--- config.mk ---
export PLATFORM = sky130hd
export DESIGN_NAME = background_scroll_ctrl
export DESIGN_NICKNAME = d
export VERILOG_FILES = /design/src/rtl/bg_pkg.sv /design/src/rtl/background_scroll_ctrl_wrap_dec.sv /design/src/rtl/background_scroll_ctrl.sv
export SDC_FILE = /design/constraint.sdc
export NUM_CORES = 1
export LEC_CHECK = 0
export ABC_AREA = 0
export CAP_MARGIN = 20
export CORE_MARGIN = 5
export CORE_UTILIZATION = 40
export DETAILED_ROUTE_END_ITERATION = 10
export GPL_TIMING_DRIVEN = 0
export HOLD_SLACK_MARGIN = 0.15
export PLACE_DENSITY = 0.74
export RECOVER_POWER = 50
export REMOVE_ABC_BUFFERS = 1
export SLEW_MARGIN = 10
export SYNTH_ARGS = -nofsm -noshare
export SYNTH_HDL_FRONTEND = slang
export SYNTH_SLANG_ARGS = --single-unit
--- constraint.sdc ---
create_clock -name clk -period 3.78 [get_ports clk]
set_input_delay 0.378 -clock clk [delete_from_list [all_inputs] [get_ports clk]]
set_output_delay 0.378 -clock clk [all_outputs]
set_load 0.01 [all_outputs]
--- src/rtl/bg_pkg.sv ---
// Shared types and defaults for the background scroll sequencer and its helpers.
package bg_pkg;

  typedef enum logic [2:0] {IDLE, HOR, C1, C2, DONE} bg_state_t;

  typedef logic [9:0] coord_t;

  localparam coord_t SCREEN_W_DEFAULT = 10'd640;

endpackage

--- src/rtl/background_scroll_ctrl_wrap_dec.sv ---
// Combinational decrement of a coordinate that wraps from 0 to modulus-1.
module wrap_dec (
  input  logic [9:0] value,
  input  logic [9:0] modulus,
  output logic [9:0] result
);

  assign result = (value == 10'd0) ? (modulus - 10'd1) : (value - 10'd1);

endmodule

--- src/rtl/background_scroll_ctrl.sv ---
// Per-frame background animation sequencer: advances horizon phase and cloud
// positions during vertical blanking and holds them for the active frame.
module background_scroll_ctrl
  import bg_pkg::*;
#(
  parameter logic [9:0] SCREEN_W       = SCREEN_W_DEFAULT,
  parameter logic [9:0] CLOUD1_X0      = 10'd10,
  parameter logic [9:0] CLOUD2_X0      = 10'd100,
  parameter logic [9:0] HORIZON_PERIOD = 10'd64,
  parameter logic [2:0] CLOUD_DIV      = 3'd4
) (
  input  logic       clk,
  input  logic       reset,
  input  logic       frame_start,
  input  logic       enable,
  input  logic [2:0] speed,
  output logic [9:0] horizon_phase,
  output logic [9:0] cloud1_x,
  output logic [9:0] cloud2_x,
  output logic       busy,
  output logic       update_done,
  output logic       overrun
);

  bg_state_t  state_reg, state_next;
  coord_t     phase_reg, phase_next;
  coord_t     cloud1_reg, cloud1_next;
  coord_t     cloud2_reg, cloud2_next;
  logic [2:0] frame_cnt_reg, frame_cnt_next;
  logic       speed_nz_reg, speed_nz_next;
  logic       busy_reg, busy_next;
  logic       done_reg, done_next;
  logic       overrun_reg, overrun_next;

  logic       cloud_tick;
  logic [10:0] phase_sum;
  logic [10:0] phase_wrapped;
  coord_t     cloud1_dec, cloud2_dec;

  assign cloud_tick    = (frame_cnt_reg == (CLOUD_DIV - 3'd1));
  assign phase_sum     = {1'b0, phase_reg} + {8'd0, speed};
  assign phase_wrapped = phase_sum - {1'b0, HORIZON_PERIOD};

  wrap_dec u_dec_cloud1 (
    .value   (cloud1_reg),
    .modulus (SCREEN_W),
    .result  (cloud1_dec)
  );

  wrap_dec u_dec_cloud2 (
    .value   (cloud2_reg),
    .modulus (SCREEN_W),
    .result  (cloud2_dec)
  );

  always_ff @(posedge clk) begin
    if (reset) begin
      state_reg     <= IDLE;
      phase_reg     <= '0;
      cloud1_reg    <= CLOUD1_X0;
      cloud2_reg    <= CLOUD2_X0;
      frame_cnt_reg <= '0;
      speed_nz_reg  <= 1'b0;
      busy_reg      <= 1'b0;
      done_reg      <= 1'b0;
      overrun_reg   <= 1'b0;
    end else begin
      state_reg     <= state_next;
      phase_reg     <= phase_next;
      cloud1_reg    <= cloud1_next;
      cloud2_reg    <= cloud2_next;
      frame_cnt_reg <= frame_cnt_next;
      speed_nz_reg  <= speed_nz_next;
      busy_reg      <= busy_next;
      done_reg      <= done_next;
      overrun_reg   <= overrun_next;
    end
  end

  always_comb begin
    state_next = state_reg;
    case (state_reg)
      IDLE:    if (frame_start && enable) state_next = HOR;
      HOR:     state_next = C1;
      C1:      state_next = C2;
      C2:      state_next = DONE;
      DONE:    state_next = IDLE;
      default: state_next = IDLE;
    endcase
  end

  // Speed is captured in HOR so the cloud steps of this frame use the same value.
  always_comb begin
    phase_next     = phase_reg;
    cloud1_next    = cloud1_reg;
    cloud2_next    = cloud2_reg;
    frame_cnt_next = frame_cnt_reg;
    speed_nz_next  = speed_nz_reg;
    case (state_reg)
      HOR: begin
        phase_next    = (phase_sum >= {1'b0, HORIZON_PERIOD}) ? phase_wrapped[9:0]
                                                              : phase_sum[9:0];
        speed_nz_next = (speed != 3'd0);
      end
      C1: begin
        if (cloud_tick && speed_nz_reg) cloud1_next = cloud1_dec;
      end
      C2: begin
        if (cloud_tick && speed_nz_reg) cloud2_next = cloud2_dec;
        frame_cnt_next = cloud_tick ? 3'd0 : (frame_cnt_reg + 3'd1);
      end
      default: ;
    endcase
    busy_next    = (state_next != IDLE);
    done_next    = (state_next == DONE);
    overrun_next = overrun_reg | (frame_start && (state_reg != IDLE));
  end

  assign horizon_phase = phase_reg;
  assign cloud1_x      = cloud1_reg;
  assign cloud2_x      = cloud2_reg;
  assign busy          = busy_reg;
  assign update_done   = done_reg;
  assign overrun       = overrun_reg;

endmodule

==> results of run 1 <==
-- layer usage --
layer | global-route usage | vias to the layer above
met5 | 0 | -
met4 | 0.0267 | 0
met3 | 0.0446 | 4
met2 | 0.214 | 53
met1 | 0.180 | 832
li1 | - | 942
-- cell usage after synthesis (all sizes together), types with 2 or more instances --
master  number  area share
a211oi       5       0.020
a21oi       12       0.028
a31oi        3      0.0088
and2         5       0.015
and3         2      0.0059
buf          3      0.0071
clkbuf       5      0.0088
dfxtp       40        0.38
ha           8       0.047
inv         12       0.021
mux2i        3       0.014
nand2       21       0.038
nand3       11       0.026
nand3b       2       0.019
nand4        3      0.0088
nor2        37       0.069
nor3        11       0.026
nor4         8       0.037
nor4b        2       0.018
o21a         3       0.011
o21ai        6       0.014
o22ai        3      0.0088
or3          6       0.020
xnor2       12       0.049
xor2         9       0.037
-- per-stage QoR --
step | instances | utilization | total power (W) | setup WS (ns)
2_1_floorplan | 238 | - | 0.000495 | 0.998
3_3_place_gp | 347 | 0.500 | 0.000527 | 0.300
3_5_place_dp | 347 | 0.500 | 0.000529 | 0.302
4_1_cts | 355 | 0.520 | 0.000868 | 0.593
5_1_grt | 356 | 0.519 | 0.000893 | 0.399
6_report | 356 | 0.519 | 0.000852 | 0.578
-- logic make-up after synthesis --
group / count (synthesis)
simple gates: 114
mux: 3
compound gates: 39
flops: 40
fa+ha+maj: 9
xor+xnor: 21
buf+inv: 20
-- path summary, 6_finish.rpt --
path	cells after the start	slack, ns	to	from
worst max register to register	13	0.83	horizon_phase[8]$_SDFFE_PP0P_	horizon_phase[0]$_SDFFE_PP0P_
worst max-delay path	14	0.58	horizon_phase[8]$_SDFFE_PP0P_	speed[0]
worst min register to register	1	0.46	frame_cnt_reg[2]$_SDFFE_PP0P_	frame_cnt_reg[2]$_SDFFE_PP0P_
worst min-delay path	1	0.46	frame_cnt_reg[2]$_SDFFE_PP0P_	frame_cnt_reg[2]$_SDFFE_PP0P_
-- layout make-up --
cell class                      instances  area, um^2  share of cell area
Multi-Input combinational cell        186        1230               0.462
Timing Repair Buffer                   40         394               0.148
Inverter                               12        45.0              0.0169
Clock buffer                            6        72.6              0.0272
Sequential cell                        40         801               0.300
Clock inverter                          2        35.0              0.0131
Tap cell                               70        87.6              0.0328
-- where the power goes --
| group | internal (W) | leakage, nW | total (W) | switching, W |
|---|---|---|---|---|
| Combinational | 0.0000342 | 0.654 | 0.0000767 | 0.0000425 |
| Sequential | 0.000430 | 0.323 | 0.000439 | 0.00000906 |
| Clock | 0.000196 | 0.0552 | 0.000336 | 0.000141 |
| Total | 0.000660 | 1.03 | 0.000852 | 0.000192 |
==> key figures, run 1 <==
Clock tree
  – CTS tree: done
  – Clk slew on worst S/H paths: 0.08 ns
  – Hold buffer count at cts: 0
  – Clock Latency Late Sink: 0.28 ns
  – Clk buf depth: 2
  – Root Buffer: clkbuf_8
  – CTS H-Tree Depth: 2
  – Number of CTS-inserted buffers: 5
  – CTS sink cnt: 40
  – PostCTS Resize Cnt: 0
  – Post-CTS setup buffer count: 0

Cells and area
  – Synthesis-to-layout area growth: 25.6%
  – Finished Cell Area: about 2700 um^2
  – Share of cells above drive strength 1: 0.0664
  – Diodes inserted: 0
  – Commonest non-fill, non-tap cell in the layout: dfxtp_1
  – Fill count: 525
  – Most frequent cells in the layout: dfxtp_1 (40), nor2_1 (36), dlygate4sd3_1 (22)
  – Post-layout nets: 301

Routing
  – Routed len/inst: 12.7 um
  – Routed via count: 1831
  – Final WL: between 4 and 5 mm
  – DRT met1 WL: 2.20 mm
  – Routed Antenna Nets: 0
  – WL met3: 290 um
  – Highest Signal Layer: met4
  – Via-to-Cell Ratio: slightly above 5
  – First-pass DRT Iterations: 4
  – DRC: 0
  – Initial drt markers: 53
  – Met2 WL: around 2.0 mm

Logic synthesis
  – Multiplexer area fraction after synthesis: 0.0141
  – Sequential share of the synthesized area: 0.377
  – Count of warnings emitted by yosys: 0
  – Ys flop type: dfxtp_1
  – Mapped Cells: 246
  – Synth Area in Simple Gates: 0.308
  – #FFs+latches synth: 40
  – Post-Synth Adder-Cell Area: 0.0566
  – Syn_area_per_cell: 8.63 um^2
  – Post-Syn Area: 2120 um^2
  – Largest family of logic cells by synthesized area: simple AND/OR/NAND/NOR gates
  – Xor and xnor area share after synthesis: 0.0866
  – Number of flops mapped to enable cells by yosys: 0
  – Synth unique cells: 47
  – Post-synthesis async set-or-reset flop share: 0
  – Synth Area in Compound Gates: 0.121

Floorplan
  – Initial Util: 0.413
  – Die area: 6860 um^2
  – Row count: 26
  – Core area: 5140 um^2
  – Die W: approximately 83 um
  – # IOs: 40
  – Die height: 82.9 um

Timing
  – Final period util: 0.847
  – Final setup viols: 0
  – Max-slew violation total from the final report: 0
  – Max Freq: around 310 MHz
  – Worst slew margin: 0.349
  – RSZ-0062 raised after global routing: false
  – Tmin final: 3.20 ns
  – Final Hold Vio Count: 0
  – Worst Skew: about 0.0084 ns
  – Least-Margin Pin Slew: slightly below 1 ns
  – Hold Slack: about 0.46 ns
  – Setup Total Neg Slack: 0 ns

Setup path
  – Worst path cell trace: clkdlybuf4s50_1, ha_1, inv_1, fa_1, nor2b_4, o21a_1, xor2_1, ha_1, nand2_1, nor3_1, and3b_1, a41o_1, or3_1, a22o_1
  – Crit Path Max Fanout: 6
  – CP Buf/Inv Count: 2
  – CP max stage delay: 0.49 ns
  – Largest delay share family, worst path: simple AND/OR/NAND/NOR gates
  – CP max stage cell: clkdlybuf4s50_1
  – Most used cell, CP: ha_1
  – Crit path kind: in -> reg
  – Crit start category: input pin
  – Worst EP required: just under 4 ns
  – WP data arrival: 3.38 ns
  – Crit end category: flip-flop

Flow run
  – Number of max-cap violations: 0

Global routing
  – First-pass GRT wire length: approximately 8.0 mm
  – Largest net degree at the start of global routing: 31
  – Grt total ovfl: 0
  – Initial antenna violation count: 0
  – GRT Util Overall: 0.135
  – Vias in the first global route: 1763

Placement
  – Final HPWL from detailed placement: 3.27 mm
  – Routability cong.: 0.839
  – Placed cell area: 2570 um^2
  – PortBufs: 39

Pwr
  – LEAKAGE: 1.03 nW
  – Cell Pwr Density: ~320 nW/um^2
  – Worst vdd ir: roughly 0.16 mV

Status
  – Status: complete, no violations

Min path
  – Min-Delay Path Class: reg -> reg
Power figures use the tool's default switching activity.
==> run 2, diff against run 1 <==
clock period = 3.3 ns   (was 3.78 ns; I/O delays follow)
==> run 2 against run 1 <==
Effect of this change:
- hold slack lost 0.00050 ns
- wire length increased by 0.26%
- via count shrank 0.71%
- non-clock buffer count unchanged
- count of clock-buffer cells in the layout is the same
- final area hardly changed
- register-to-register slack got worse by 0.43 ns
- sequential power up 15%
- critical path type unchanged
==> key figures, run 2 (same netlist as run 1, synthesis figures left out) <==
Clock tree
  – CTS tree: done
  – CTS sink cnt: 40 (unchanged)
  – Clock Latency Late Sink: 0.28 ns (about the same)
  – Clk buf depth: 2 (unchanged)
  – Root Buffer: clkbuf_8
  – Clk slew on worst S/H paths: 0.08 ns (about the same)
  – CTS H-Tree Depth: 2 (unchanged)
  – Number of CTS-inserted buffers: 5 (unchanged)
  – Post-CTS setup buffer count: 0 (unchanged)

Floorplan
  – Die height: 82.9 um (unchanged)
  – Core area: 5140 um^2 (unchanged)
  – Die area: 6860 um^2 (unchanged)
  – # IOs: 40 (unchanged)
  – Die W: 82.9 um (unchanged)
  – Row count: 26 (unchanged)
  – Initial Util: 0.413 (unchanged)

Routing
  – Routed len/inst: 12.8 um (+0.26%)
  – Final WL: 4.54 mm (+0.26%)
  – Routed via count: 1818 (-0.71%)
  – DRC: 0 (unchanged)
  – Initial drt markers: 52 (-1.9%)
  – Routed Antenna Nets: 0 (unchanged)
  – Via-to-Cell Ratio: 5.11 (-0.71%)
  – First-pass DRT Iterations: 4 (unchanged)

Setup path
  – CP max stage cell: clkdlybuf4s50_1
  – R2r setup slk: 0.40 ns (-0.43 ns)
  – Crit Reg-Reg Endpoint: horizon_phase[8]$_SDFFE_PP0P_
  – CP max stage delay: 0.49 ns (about the same)
  – Most used cell, CP: ha_1
  – Worst EP required: 3.48 ns (-0.48 ns)
  – Largest delay share family, worst path: simple AND/OR/NAND/NOR gates
  – Crit path kind: in -> reg
  – Worst path cell trace: clkdlybuf4s50_1, ha_1, inv_1, fa_1, nor2b_4, o21a_2, xor2_1, ha_1, nand2_1, nor3_1, and3b_1, a41o_1, or3_1, a22o_1
  – CP Buf/Inv Count: 2 (unchanged)
  – Crit start category: input pin
  – Crit end category: flip-flop
  – Reg2reg start: horizon_phase[1]$_SDFFE_PP0P_
  – Crit Path Max Fanout: 6 (unchanged)
  – R2R depth: 12 (-1)
  – WP data arrival: 3.27 ns (-0.11 ns)

Global routing
  – Largest net degree at the start of global routing: 31 (unchanged)
  – Initial antenna violation count: 0 (unchanged)
  – Grt total ovfl: 0 (unchanged)
  – GRT Util Overall: 0.135 (unchanged)
  – First-pass GRT wire length: 7.99 mm (unchanged)
  – Vias in the first global route: 1763 (unchanged)

Timing
  – Max Freq: 324 MHz
  – Final Hold Vio Count: 0 (unchanged)
  – Setup Total Neg Slack: 0 ns (unchanged)
  – Least-Margin Pin Slew: 0.967 ns (-0.00844 ns)
  – Final Worst Setup Slack: 0.216 ns (-0.362 ns)
  – Worst Skew: 0.00897 ns (+0.000532 ns)
  – Final period util: 0.935
  – Max-slew violation total from the final report: 0 (unchanged)
  – Final setup viols: 0 (unchanged)
  – Tmin final: 3.08 ns
  – RSZ-0062 raised after global routing: false
  – Worst slew margin: 0.355 (+0.00562)

Min path
  – Min-Delay Path Class: reg -> reg
  – Hold EP: frame_cnt_reg[2]$_SDFFE_PP0P_
  – Worst hold start: frame_cnt_reg[2]$_SDFFE_PP0P_
  – Worst Hold Path Cells: 1 (unchanged)

Cells and area
  – Commonest non-fill, non-tap cell in the layout: dfxtp_1
  – Post-layout nets: 301 (unchanged)
  – Synthesis-to-layout area growth: 25.6% (about the same)
  – Most frequent cells in the layout: dfxtp_1 (40), nor2_1 (36), dlygate4sd3_1 (22)
  – Diodes inserted: 0 (unchanged)
  – Share of cells above drive strength 1: 0.0699 (+0.00350)

Placement
  – Final HPWL from detailed placement: 3.27 mm (unchanged)
  – PortBufs: 39 (unchanged)
  – Routability cong.: 0.839 (unchanged)
  – Pre-CTS setup slack: -0.130 ns (-0.432 ns)

Pwr
  – Cell Pwr Density: 368 nW/um^2 (+15%)
  – Pwr Total: 0.000981 W (+15%)
  – Worst vdd ir: 0.181 mV (+16%)
  – LEAKAGE: 1.03 nW (about the same)

Flow run
  – Number of max-cap violations: 0 (unchanged)

Status
  – Status: complete, no violations
## run 2: how the worst max path moves through the flow
stage	slack (ns)	endpoint	cells past startpoint	start
after floorplan	0.52	horizon_phase[8]$_SDFFE_PP0P_	13	horizon_phase[0]$_SDFFE_PP0P_
after global placement	-0.13	horizon_phase[8]$_SDFFE_PP0P_	14	speed[0]
after detailed placement	-0.13	horizon_phase[8]$_SDFFE_PP0P_	14	speed[0]
after CTS	0.16	horizon_phase[8]$_SDFFE_PP0P_	14	speed[0]
after global routing	0.05	horizon_phase[8]$_SDFFE_PP0P_	14	speed[0]
final	0.22	horizon_phase[8]$_SDFFE_PP0P_	14	speed[0]
## run 2: report_power, final
| group | leakage [nW] | total, W | switching [W] | internal, W |
|---|---|---|---|---|
| clock network | 0.0552 | 0.000390 | 0.000165 | 0.000224 |
| registers | 0.323 | 0.000503 | 0.0000104 | 0.000493 |
| logic | 0.655 | 0.0000882 | 0.0000490 | 0.0000392 |
## run 2: cell type report
type	instances	area, um^2
Fill cell	525	2470
Multi-Input combinational cell	186	1230
Sequential cell	40	801
Timing Repair Buffer	40	394
Tap cell	70	87.6
Clock buffer	6	72.6
Inverter	12	45.0
Clock inverter	2	35.0
## run 2: repair_timing
item	in CTS	in global routing
endpoints found under the hold margin	0	0
hold buffers	0	0
endpoints found under the setup margin	0	1
resized for setup	0	1
## run 2: metrics by stage
stage                     cell area [um^2]  instances  utilization  hold WS, ns
final                                 2670        356        0.519        0.460
after global routing                  2670        356        0.519        0.483
after CTS                             2680        355        0.520        0.470
after global placement                2570        347        0.500        0.451
after detailed placement              2570        347        0.500        0.459
after floorplan                       2090        238            -        0.399
## run 2: routing by layer
metal | routed length (um) | global-route usage | vias to the layer above
met5 | 0 | 0 | -
li1 | - | - | 941
met1 | 2230 | 0.180 | 824
met3 | 260 | 0.0446 | 4
met2 | 2030 | 0.214 | 49
met4 | 23 | 0.0267 | 0
==> run 3, diff against run 2 <==
ABC_CLOCK_PERIOD_IN_PS = 3300   (was default)
PLACE_DENSITY = 0.72   (was 0.74)
SYNTH_HIERARCHICAL = 1   (was default)
==> run 3 against run 2 <==
Effect of this change:
- power increased by 8.3%
- sequential cell count is the same
- the run now ends with max-capacitance violations, max-slew violations left
- global-route usage increased by 2.4 points
- clock skew shrank 0.0011 ns
- final cell count rose by 46%
- clock power grew 8.2%
- worst setup slack worse by 0.10 ns
- count of clock-buffer cells in the layout fell by 1
==> key figures, run 3 <==
Status
  – Status: complete, but fails checks
  – Violated checks: max-capacitance violations, max-slew violations

Timing
  – Max Freq: 314 MHz (-3.1%)
  – Final setup viols: 0 (unchanged)
  – Tmin final: 3.18 ns (+0.0995 ns)
  – Worst slew margin: -0.234 (-0.589)
  – Least-Margin Pin Slew: 1.85 ns (+0.883 ns)
  – Worst Skew: 0.00788 ns (-0.00109 ns)
  – Final period util: 0.965 (+0.0302)
  – Max-slew violation total from the final report: 42 (+42)
  – Final Hold Vio Count: 0 (unchanged)

Clock tree
  – CTS H-Tree Depth: 2 (unchanged)
  – Hold buffer count at cts: 0 (unchanged)
  – Clock Latency Late Sink: 0.30 ns (+0.02 ns)
  – Clk buf depth: 2 (unchanged)
  – CTS sink cnt: 40 (unchanged)
  – Clk slew on worst S/H paths: 0.09 ns (about the same)
  – Number of CTS-inserted buffers: 5 (unchanged)
  – CTS tree: done
  – Root Buffer: clkbuf_8

Logic synthesis
  – Synth unique cells: 68 (+45%)
  – Sequential share of the synthesized area: 0.283 (-0.0938)
  – #FFs+latches synth: 40 (unchanged)
  – Yosys top cell by area: dfxtp_1
  – Top-count cell post-synth: nor2_1
  – Syn_area_per_cell: 8.41 um^2 (-2.5%)
  – Post-synth top area share: 0.283 (-0.0938)
  – Ys flop type: dfxtp_1
  – Count of warnings emitted by yosys: 6 (+6)
  – Ranking of synthesized cells by area: dfxtp_1 (28%), nor2_1 (7.4%), mux2i_1 (6.0%)
  – Post-synthesis async set-or-reset flop share: 0 (unchanged)
  – Mapped Cells: 336 (+37%)
  – Number of flops mapped to enable cells by yosys: 0 (unchanged)
  – Post-Syn Area: 2830 um^2 (+33%)
  – Post-synth top cells: nor2_1 (56), dfxtp_1 (40), a21oi_1 (21), nand2_1 (20), mux2i_1 (17)

Cells and area
  – Most frequent cells in the layout: nor2_1 (55), conb_1 (46), dfxtp_1 (39)
  – Finished Cell Area: 3630 um^2 (+36%)
  – Final Core Density: 0.531 (+0.0123)
  – Diodes inserted: 0 (unchanged)
  – Share of cells above drive strength 1: 0.130 (+0.0601)
  – Commonest non-fill, non-tap cell in the layout: nor2_1
  – Post-layout nets: 438 (+46%)
  – Synthesis-to-layout area growth: 28.4%

Floorplan
  – # IOs: 40 (unchanged)
  – Die W: 94.1 um (+14%)
  – Row count: 30 (+15%)
  – Initial Util: 0.414 (+0.000640)
  – Die height: 94.1 um (+14%)
  – Core area: 6830 um^2 (+33%)
  – Die area: 8850 um^2 (+29%)

Routing
  – Final WL: 6.62 mm (+46%)
  – Routed Antenna Nets: 0 (unchanged)
  – Routed len/inst: 12.8 um (about the same)
  – Initial drt markers: 85 (+63%)
  – DRC: 0 (unchanged)
  – Routed via count: 2636 (+45%)
  – Via-to-Cell Ratio: 5.08 (-0.54%)
  – First-pass DRT Iterations: 4 (unchanged)

Global routing
  – GRT Util Overall: 0.159 (+0.0238)
  – Vias in the first global route: 2519 (+43%)
  – Largest net degree at the start of global routing: 42 (+35%)
  – Grt total ovfl: 0 (unchanged)
  – Initial antenna violation count: 0 (unchanged)
  – First-pass GRT wire length: 11.5 mm (+44%)

Placement
  – Final HPWL from detailed placement: 4.80 mm (+46%)
  – Routability cong.: 0.872 (+4.0%)
  – Placed cell area: 3420 um^2 (+33%)
  – PortBufs: 39 (unchanged)

Setup path
  – CP max stage cell: clkdlybuf4s50_1
  – Worst EP required: 3.49 ns (about the same)
  – Crit end category: flip-flop
  – Crit path kind: in -> reg
  – Crit start category: input pin
  – WP data arrival: 3.38 ns (+0.11 ns)
  – Crit Path Max Fanout: 7 (+1)
  – Worst path cell trace: clkdlybuf4s50_1, ha_1, a211oi_4, nor4_1, xnor2_1, ha_1, nand2_1, nor3_2, nor3b_2, o221ai_2, a21boi_2, mux2i_1, mux2_1
  – Most used cell, CP: ha_1
  – CP max stage delay: 0.45 ns (-0.04 ns)

Pwr
  – LEAKAGE: 1.47 nW (+43%)
  – Pwr Total: 0.00106 W (+8.3%)
  – Worst vdd ir: 0.190 mV (+4.8%)
  – Cell Pwr Density: 293 nW/um^2 (-20%)

Min path
  – Min-Delay Path Class: in -> reg

Flow run
  – Number of max-cap violations: 1 (+1)
==> run 3: changes by cell type after synthesis, moves of 4 or more <==
cell      delta
nor2_1      +20
mux2i_1     +14
a21oi_1      +9
nor4_1       +6
nand2b_1     +5
nand3_1      -5
a211o_1      +4
buf_6        +4
nor2b_1      +4
==> run 3: final timing paths <==
kind / slack [ns] / end / start / depth (start not counted)
max: 0.12 / horizon_phase[8]$_SDFFE_PP0P_ / speed[1] / 13
min: 0.41 / speed_nz_reg$_SDFFE_PP0P_ / speed[0] / 3
max reg2reg: 0.17 / horizon_phase[8]$_SDFFE_PP0P_ / horizon_phase[0]$_SDFFE_PP0P_ / 15
min reg2reg: 0.49 / frame_cnt_reg[2]$_SDFFE_PP0P_ / frame_cnt_reg[2]$_SDFFE_PP0P_ / 1
==> run 3: layout make-up <==
class / count / area (um^2)
clock inverters: 3 / 46.3
clock buffers: 5 / 68.8
inverters: 12 / 45.0
well taps: 96 / 120
fillers: 693 / 3200
flip-flops and latches: 40 / 802
repair buffers: 49 / 463
multi-input cells: 314 / 2080
==> run 3: power breakdown <==
group	switching [W]	leakage, nW	internal (W)	total [W]
combinational	0.0000733	1.10	0.0000593	0.000133
clock	0.000194	0.0548	0.000228	0.000422
sequential	0.0000139	0.324	0.000494	0.000508
==> run 3: per-layer routing <==
layer	track usage	wire length [um]	share of wire
met2	0.283	3350	0.51
met5	0	0	0
met1	0.192	3030	0.46
met3	0.0321	175	0.026
met4	0.0433	68	0.010
==> run 3: timing repair <==
item	in CTS	in global routing
setup endpoints to repair	1	1
buffers inserted	3	5
gates cloned	0	0
pin swaps	2	5
gates resized for setup	4	5
==> run 3: per-stage QoR <==
step | worst slack (ns) | TNS, ns | std cells | hold slack [ns]
floorplan | 0.190 | 0 | 366 | 0.399
global placement | -0.477 | -0.984 | 501 | 0.452
CTS | 0.00311 | 0 | 514 | 0.485
global route | -0.00800 | -0.00800 | 519 | 0.431
finish | 0.117 | 0 | 519 | 0.407
detailed placement | -0.636 | -1.40 | 503 | 0.469
==> run 3: cells by family after synthesis <==
group / count (synthesis) / share of synthesized area
xor+xnor: 18 / 0.0558
simple gates: 146 / 0.273
buf+inv: 26 / 0.0474
other cells: 2 / 0.00266
compound gates: 77 / 0.231
mux: 18 / 0.0642
fa+ha+maj: 9 / 0.0425
flops: 40 / 0.283
==> run 3: critical path, delay by kind of cell <==
| family | cells | cell delay (ns) |
|---|---|---|
| simple gates | 4 | 0.58 |
| fa+ha+maj | 2 | 0.55 |
| xor+xnor | 1 | 0.22 |
| mux | 2 | 0.54 |
| compound gates | 3 | 0.69 |
| buf+inv | 1 | 0.45 |
